[src/rtl/w_mux4_rr_arbiter_if.sv]
// Request/grant/select bundle between the four requesters and the round-robin arbiter.
// The master modport is the arbiter side; the slave modport is the requester/selector side.
interface w_mux4_rr_arbiter_if;
  logic [3:0] Req;
  logic [3:0] Grant;
  logic       Sel0;
  logic       Sel1;
  logic       Valid;
  logic [1:0] Owner;

  modport master (
    input  Req,
    output Grant,
    output Sel0,
    output Sel1,
    output Valid,
    output Owner
  );

  modport slave (
    output Req,
    input  Grant,
    input  Sel0,
    input  Sel1,
    input  Valid,
    input  Owner
  );
endinterface

[src/rtl/w_mux4_rr_arbiter.sv]
// Round-robin arbiter steering a shared 4-to-1 selector; a hold counter bounds how long
// one owner may keep the path while others wait. All outputs come straight from registers.
module w_mux4_rr_arbiter #(
  parameter int HOLD_MAX = 8,
  parameter int CNT_W    = 4
) (
  input  logic                   CLK,
  input  logic                   RST_N,
  w_mux4_rr_arbiter_if.master    bus
);

  localparam logic [1:0]       ST_IDLE    = 2'd0;
  localparam logic [1:0]       ST_GRANT   = 2'd1;
  localparam logic [1:0]       ST_RELEASE = 2'd2;
  localparam logic [CNT_W-1:0] HOLD_LIM   = CNT_W'(HOLD_MAX);
  localparam logic [CNT_W-1:0] CNT_ONE    = CNT_W'(1);
  localparam logic [CNT_W-1:0] CNT_ZERO   = CNT_W'(0);

  logic [1:0]       r_state;
  logic [1:0]       r_last;
  logic [1:0]       r_owner;
  logic [3:0]       r_grant;
  logic             r_valid;
  logic             r_sel0;
  logic             r_sel1;
  logic [CNT_W-1:0] r_cnt;

  logic [3:0]       w_rot;
  logic [1:0]       w_off;
  logic [1:0]       w_winner;
  logic             w_owner_req;
  logic             w_rival;
  logic             w_hold_done;

  function automatic logic [3:0] one_hot(input logic [1:0] idx);
    case (idx)
      2'd0:    one_hot = 4'b0001;
      2'd1:    one_hot = 4'b0010;
      2'd2:    one_hot = 4'b0100;
      2'd3:    one_hot = 4'b1000;
      default: one_hot = 4'b0000;
    endcase
  endfunction

  // Rotate requests so bit 0 is the requester just after the last owner, then take the first hit.
  always_comb begin
    w_rot = 4'b0000;
    w_off = 2'd0;
    case (r_last)
      2'd0:    w_rot = {bus.Req[0], bus.Req[3], bus.Req[2], bus.Req[1]};
      2'd1:    w_rot = {bus.Req[1], bus.Req[0], bus.Req[3], bus.Req[2]};
      2'd2:    w_rot = {bus.Req[2], bus.Req[1], bus.Req[0], bus.Req[3]};
      2'd3:    w_rot = bus.Req;
      default: w_rot = 4'b0000;
    endcase
    casez (w_rot)
      4'b???1: w_off = 2'd0;
      4'b??10: w_off = 2'd1;
      4'b?100: w_off = 2'd2;
      4'b1000: w_off = 2'd3;
      default: w_off = 2'd0;
    endcase
    w_winner    = r_last + 2'd1 + w_off;
    w_owner_req = bus.Req[r_owner];
    w_rival     = |(bus.Req & ~r_grant);
    w_hold_done = (r_cnt >= HOLD_LIM);
  end

  // Arbitration state machine; Sel only moves on a new grant so Result is stable while Valid.
  always_ff @(posedge CLK) begin
    if (!RST_N) begin
      r_state <= ST_IDLE;
      r_last  <= 2'd3;
      r_owner <= 2'd0;
      r_grant <= 4'b0000;
      r_valid <= 1'b0;
      r_sel0  <= 1'b0;
      r_sel1  <= 1'b0;
      r_cnt   <= CNT_ZERO;
    end else begin
      case (r_state)
        ST_IDLE: begin
          if (|bus.Req) begin
            r_state <= ST_GRANT;
            r_owner <= w_winner;
            r_grant <= one_hot(w_winner);
            r_sel0  <= w_winner[1];
            r_sel1  <= w_winner[0];
            r_valid <= 1'b1;
            r_cnt   <= CNT_ONE;
          end
        end
        ST_GRANT: begin
          if (!w_owner_req || (w_hold_done && w_rival)) begin
            r_state <= ST_RELEASE;
            r_grant <= 4'b0000;
            r_valid <= 1'b0;
            r_last  <= r_owner;
            r_cnt   <= CNT_ZERO;
          end else if (!w_hold_done) begin
            r_cnt <= r_cnt + CNT_ONE;
          end
        end
        ST_RELEASE: begin
          r_state <= ST_IDLE;
        end
        default: begin
          r_state <= ST_IDLE;
          r_grant <= 4'b0000;
          r_valid <= 1'b0;
          r_cnt   <= CNT_ZERO;
        end
      endcase
    end
  end

  assign bus.Grant = r_grant;
  assign bus.Valid = r_valid;
  assign bus.Sel0  = r_sel0;
  assign bus.Sel1  = r_sel1;
  assign bus.Owner = r_owner;

endmodule

[src/flat_wrapper.sv]
// flat-port wrapper written by rule: the top's interface ports become plain ports
module w_mux4_rr_arbiter_flat 
#(
  parameter int HOLD_MAX = 8,
  parameter int CNT_W    = 4
)
  (CLK, RST_N, bus_Req, bus_Grant, bus_Sel0, bus_Sel1, bus_Valid, bus_Owner);
  w_mux4_rr_arbiter_if bus_i ();
  input  logic CLK;
  input  logic RST_N;
  input wire logic [$bits(bus_i.Req)-1:0] bus_Req;
  output wire logic [$bits(bus_i.Grant)-1:0] bus_Grant;
  output wire logic [$bits(bus_i.Sel0)-1:0] bus_Sel0;
  output wire logic [$bits(bus_i.Sel1)-1:0] bus_Sel1;
  output wire logic [$bits(bus_i.Valid)-1:0] bus_Valid;
  output wire logic [$bits(bus_i.Owner)-1:0] bus_Owner;
  assign bus_i.Req = bus_Req;
  assign bus_Grant = bus_i.Grant;
  assign bus_Sel0 = bus_i.Sel0;
  assign bus_Sel1 = bus_i.Sel1;
  assign bus_Valid = bus_i.Valid;
  assign bus_Owner = bus_i.Owner;
  w_mux4_rr_arbiter #(.HOLD_MAX(HOLD_MAX), .CNT_W(CNT_W)) u_core (.CLK(CLK), .RST_N(RST_N), .bus(bus_i));
endmodule
[config.mk]
export PLATFORM = sky130hd
export DESIGN_NAME = w_mux4_rr_arbiter_flat
export DESIGN_NICKNAME = d
export VERILOG_FILES = /design/src/rtl/w_mux4_rr_arbiter_if.sv /design/src/rtl/w_mux4_rr_arbiter.sv /design/src/flat_wrapper.sv
export SDC_FILE = /design/constraint.sdc
export NUM_CORES = 1
export LEC_CHECK = 0
export CAP_MARGIN = 10
export CORE_MARGIN = 1.5
export CORE_UTILIZATION = 56
export DETAILED_ROUTE_END_ITERATION = 12
export GPL_TIMING_DRIVEN = 0
export PLACE_DENSITY = 0.82
export REMOVE_ABC_BUFFERS = 1
export SYNTH_ARGS = -nofsm -noshare
export SYNTH_HDL_FRONTEND = slang
export SYNTH_SLANG_ARGS = --single-unit
[constraint.sdc]
create_clock -name CLK -period 3.6 [get_ports CLK]
set_clock_uncertainty 0.05 [all_clocks]
set_input_delay 0.72 -clock CLK [delete_from_list [all_inputs] [get_ports CLK]]
set_output_delay 0.72 -clock CLK [all_outputs]
set_load 0.005 [all_outputs]
# Word-level counts from Yosys, hierarchy flattened
# Cells that the tools add are included.
[classes]
add_sub_neg = 3
order_cmp = 2
eq_ne = 14
muxes = 18
bitwise_logic = 3
reduce_logical = 13
[op_table]
columns = ["op", "n"]
rows = [
  ["$pmux 4 s4", 2],
  ["$pmux 4 s3", 2],
  ["$mux 4", 5],
  ["$eq 2x2->1 const B", 6],
  ["$reduce_or 4->1", 2],
  ["$eq 2x1->1 const B", 3],
  ["$logic_not 2->1", 3],
  ["$pmux 2 s3", 1],
  ["$reduce_and 2->1", 3],
  ["$reduce_and 3->1", 2],
  ["$add 4x1->4 const B", 1],
  ["$and 4x4->4", 1],
  ["$eq 4x4->1 const B", 1],
  ["$ge 4x4->1 const B", 1],
  ["$mux 2", 2],
  ["$ne 2x1->1 const B", 2],
  ["$not 4->4", 1],
  ["$pmux 2 s2", 1],
  ["$eq 3x3->1 const B", 1],
  ["$lt 2x3->1 const B", 1],
  ["$mux 1", 3],
  ["$ne 3x3->1 const B", 1],
  ["$pmux 1 s3", 1],
  ["$add 2x1->2 const B", 1],
  ["other kinds (6)", 6],
]
[word_totals]
register_bits = 17
input_bits = 6
output_inout_bits = 9
word_cells = 61

# Longest topological paths before layout
[logic_depth]
ltp_word = 9
depth_mapped = 10
ltp_nobuf = 9

# Least setup slack after synthesis
# Ideal clock, no wire load.
[synth_path]
path_type = "input to register"
startpoint = "in bus_Req[3]"
endpoint = "reg u_core.r_sel0, in the netlist u_core.bus.Sel0"
setup_ns = 0.148
arrival_ns = 2.248
required_time_ns = 3.402
setup_slack_ns = 1.154
stages = 8
path_buffers = 1
path_cell_list = "buf_4 or4_1 o221ai_1 a21oi_1 ha_1 xnor2_1 nor3_1 o32ai_1"
[synth_via]
elab_chain_cells = 4
word_cells_on_any_way = 8
classes_between = "add/sub (1); eq/ne (3); mux (2); reduce/logical (2)"
[synth_rtl]
columns = ["item", "line_no", "rtl"]
rows = [
  ["start, declared", "flat_wrapper.sv:11", "input wire logic [$bits(bus_i.Req)-1:0] bus_Req;"],
  ["$pmux 4 s4", "w_mux4_rr_arbiter.sv:49", "case (r_last)"],
  ["$eq 4x4->1 (tied with other cells)", "w_mux4_rr_arbiter.sv:56", "casez (w_rot)"],
  ["$pmux 2 s3", "w_mux4_rr_arbiter.sv:56", ""],
  ["$add 2x2->2", "w_mux4_rr_arbiter.sv:63", "w_winner = r_last + 2'd1 + w_off;"],
  ["end signal, assigned", "w_mux4_rr_arbiter.sv:87", "r_sel0 <= w_winner[1];"],
  ["end, declared", "w_mux4_rr_arbiter.sv:24", "logic r_sel0;"],
]
# Several ways; a longest one is shown, not always the timed one.
# A chain may end at the register's enable or synchronous reset.

# Worst setup path in the final report
# Ends and elaborated chain as after synthesis.

==> run summary <==
status: complete, no violations
number of cells after detailed placement: 139
Mapped Cells: 117
Fmax: 0.343 GHz
share of flip-flops with an asynchronous set or reset: 0%
post-CTS setup buffers: 0
vias in the first global route: 850
Fin Hold WS: 0.417 ns
Critical Path End Type: flip-flop
drt wl/cell: 15.4 µm
Final Hold Vio Count: 0
Int Pwr: 0.333 mW
part of the power in registers: 44.1%
slew margin rel.: 47.3%
Root Buffer: clkbuf_4
vias per inst: 6.51
Synth Warn #: 0
RR Startpoint: u_core.r_last[0]
die height: 45.0 µm
Initial DRC Count: 36
VDD IR max: 0.330 mV
Hold Crit Depth: 2
antenna viol nets, final: 0
CTS buffer count: 3
max cap viols: 0
Switching Fraction: 35.4%
EDFF count, synth: 0
Worst-path clk slew: 0.09 ns
PnR Total Power: 0.515 mW
pin count of the biggest net entering global routing: 16
area leader, netlist: dfxtp_1
hold path start: u_core.bus.Valid
num ports: 15
dpl hpwl: 1620 µm
Finished Cell Area: 1130 µm²
n_diodes: 0
Top FF cell, synth: dfxtp_1
number of gates resized after cts: 0
CTS Hold Bufs: 0
die extent in x: 45.0 µm
overall routed net length: 2200 µm
synthesis-stage register bit count: 15
placed cell areas: 1100 µm²
Leak: 0.393 nW
Yosys cell types: 47
mapped cell area: 988 µm²
CP Launch Type: primary input
synth-to-layout area growth: 13.9%
Hold EP: u_core.bus.Valid
Tmin final: 2.91 ns
crit path max fanout: 10
1st-pass router iterations: 4
fin cells: 143
final cycle utilization of the critical path: 80.9%
first-pass GRT wire length: 3670 µm
Net Sw Power: 0.182 mW
worst reg2reg setup slack: 1.34 ns
Critical Path AT: 3.00 ns
Worst-Skew Late Latency: 0.28 ns
die area: 2030 µm²
grt ovf: 0
clock sink count: 15
CTS tree: done
Post-synth top cells: 15 x dfxtp_1, 10 x nand2_1, 7 x nor2_1, 7 x nor3_1, 6 x inv_1
FP Rows: 14
Synth top area share: 30.4%
Clock Power Share: 18.7%
RSZ-0062 raised after global routing: false
Comb pwr share: 37.3%
sequential element share of the synthesized area: 30.4%
drc violations: 0
Setup Viol. Count Final: 0
fin nets: 137
Min-Delay Path Class: reg -> reg
GPL Wtd Cong: 0.782
count leader, synth: dfxtp_1
port buffer count: 14
Worst-Margin Slew: 0.785 ns
Core ar.: 1580 µm²
Power Dens Cells: 457 nW/µm²
total negative slack: 0 ns
max-slew violations: 0
H-tree depth: 1
share of cells above drive strength 1: 8.66%
worst path required time: 3.68 ns
initial core utilization: 62.7%
dominant cells by area after synthesis: dfxtp_1 30%, o32ai_1 4.4%, ha_1 3.8%
Synth Area per Inst: 8.45 µm²
Via Count: 931
FF-to-FF path depth: 7
initial antenna violation count: 0
critical path type: in -> reg
FF-to-FF End: u_core.bus.Sel0
total track usage: 24.8%
number of fill cells: 142
Max clock buf depth: 2
## area by class of cell
| cell class | count | area, µm² | share of cell area, % |
|---|---|---|---|
| clock buffer | 4 | 26.3 | 2.33 |
| inverter | 6 | 22.5 | 2.00 |
| multi-input combinational | 88 | 617 | 54.8 |
| tap | 16 | 20.0 | 1.78 |
| sequential | 15 | 300 | 26.7 |
| timing repair buffer | 14 | 140 | 12.4 |
## critical path, stage by stage
cell	delay, ns
clkdlybuf4s50_1	0.60
or4_1	0.57
o221ai_1	0.09
a21oi_1	0.07
ha_1	0.27
xnor2_1	0.15
nor3_1	0.37
o32ai_1	0.15
## metrics by stage
| step | setup slack (ns) | utilization (%) |
|---|---|---|
| floorplan | 1.28 | - |
| global placement | 0.475 | 69.8 |
| detailed placement | 0.392 | 69.8 |
| CTS | 0.700 | 71.4 |
| global route | 0.526 | 71.4 |
| finish | 0.687 | 71.4 |
## routing by layer
layer | track usage (%) | share of wire [%] | wire, µm | up-vias
met5 | 0 | 0 | 0 | -
met4 | 11.2 | 0 | 0 | 0
met1 | 32.3 | 46 | 1020 | 449
li1 | - | - | - | 455
met3 | 4.80 | 5.1 | 113 | 0
met2 | 39.4 | 48 | 1070 | 27
## sequential cells by signal, indices dropped and copies added, names as in the netlist
| signal | cells |
|---|---|
| u_core.r_cnt | 4 |
| u_core.r_state | 2 |
| u_core.bus.Sel0 | 1 |
| u_core.bus.Grant | 4 |
| u_core.bus.Valid | 1 |
| u_core.bus.Owner | 1 |
| u_core.r_last | 2 |
## cell usage in the layout, fill, tap and decap left out, types with 2 or more instances in the layout
master	n
nor2b_1	2
clkbuf_4	3
clkdlybuf4s50_1	14
dfxtp_1	15
nor3_1	7
xor2_1	2
a41oi_1	2
o32ai_1	5
mux2i_1	3
o21ai_0	3
nor3b_1	2
and2_1	2
nand3b_1	2
nand2_1	10
a21oi_1	5
ha_1	3
inv_1	6
nor2_1	7
nand3_1	3
nand2b_1	4
## how the worst max path moves through the flow
stage	from	end	slack, ns	cells after the start
CTS	bus_Req[1]	u_core.bus.Sel0	0.70	8
global route	bus_Req[2]	u_core.bus.Sel0	0.53	10
detailed placement	bus_Req[1]	u_core.bus.Sel0	0.39	8
floorplan	bus_Req[3]	u_core.bus.Sel0	1.28	7
global placement	bus_Req[1]	u_core.bus.Sel0	0.47	8
finish	bus_Req[3]	u_core.bus.Sel0	0.69	8
## cell families (layout without fill, tap and decap cells)
kind of cell	count (synthesis)	in the layout	share of synthesized area, %
compound gates	31	31	26.0
xor+xnor	3	3	2.66
buf+inv	14	24	7.21
flops	15	15	30.4
fa+ha+maj	3	3	3.80
mux	4	4	4.18
simple gates	47	47	25.8
## power groups by stage
stage,Combinational (mW),Sequential [mW],Clock (mW)
6_report,0.192,0.227,0.0960
5_1_grt,0.212,0.231,0.106
4_1_cts,0.191,0.226,0.0984
3_5_place_dp,0.190,0.230,0
3_3_place_gp,0.185,0.228,0
2_1_floorplan,0.116,0.223,0
(Power assumes the default switching activity.)
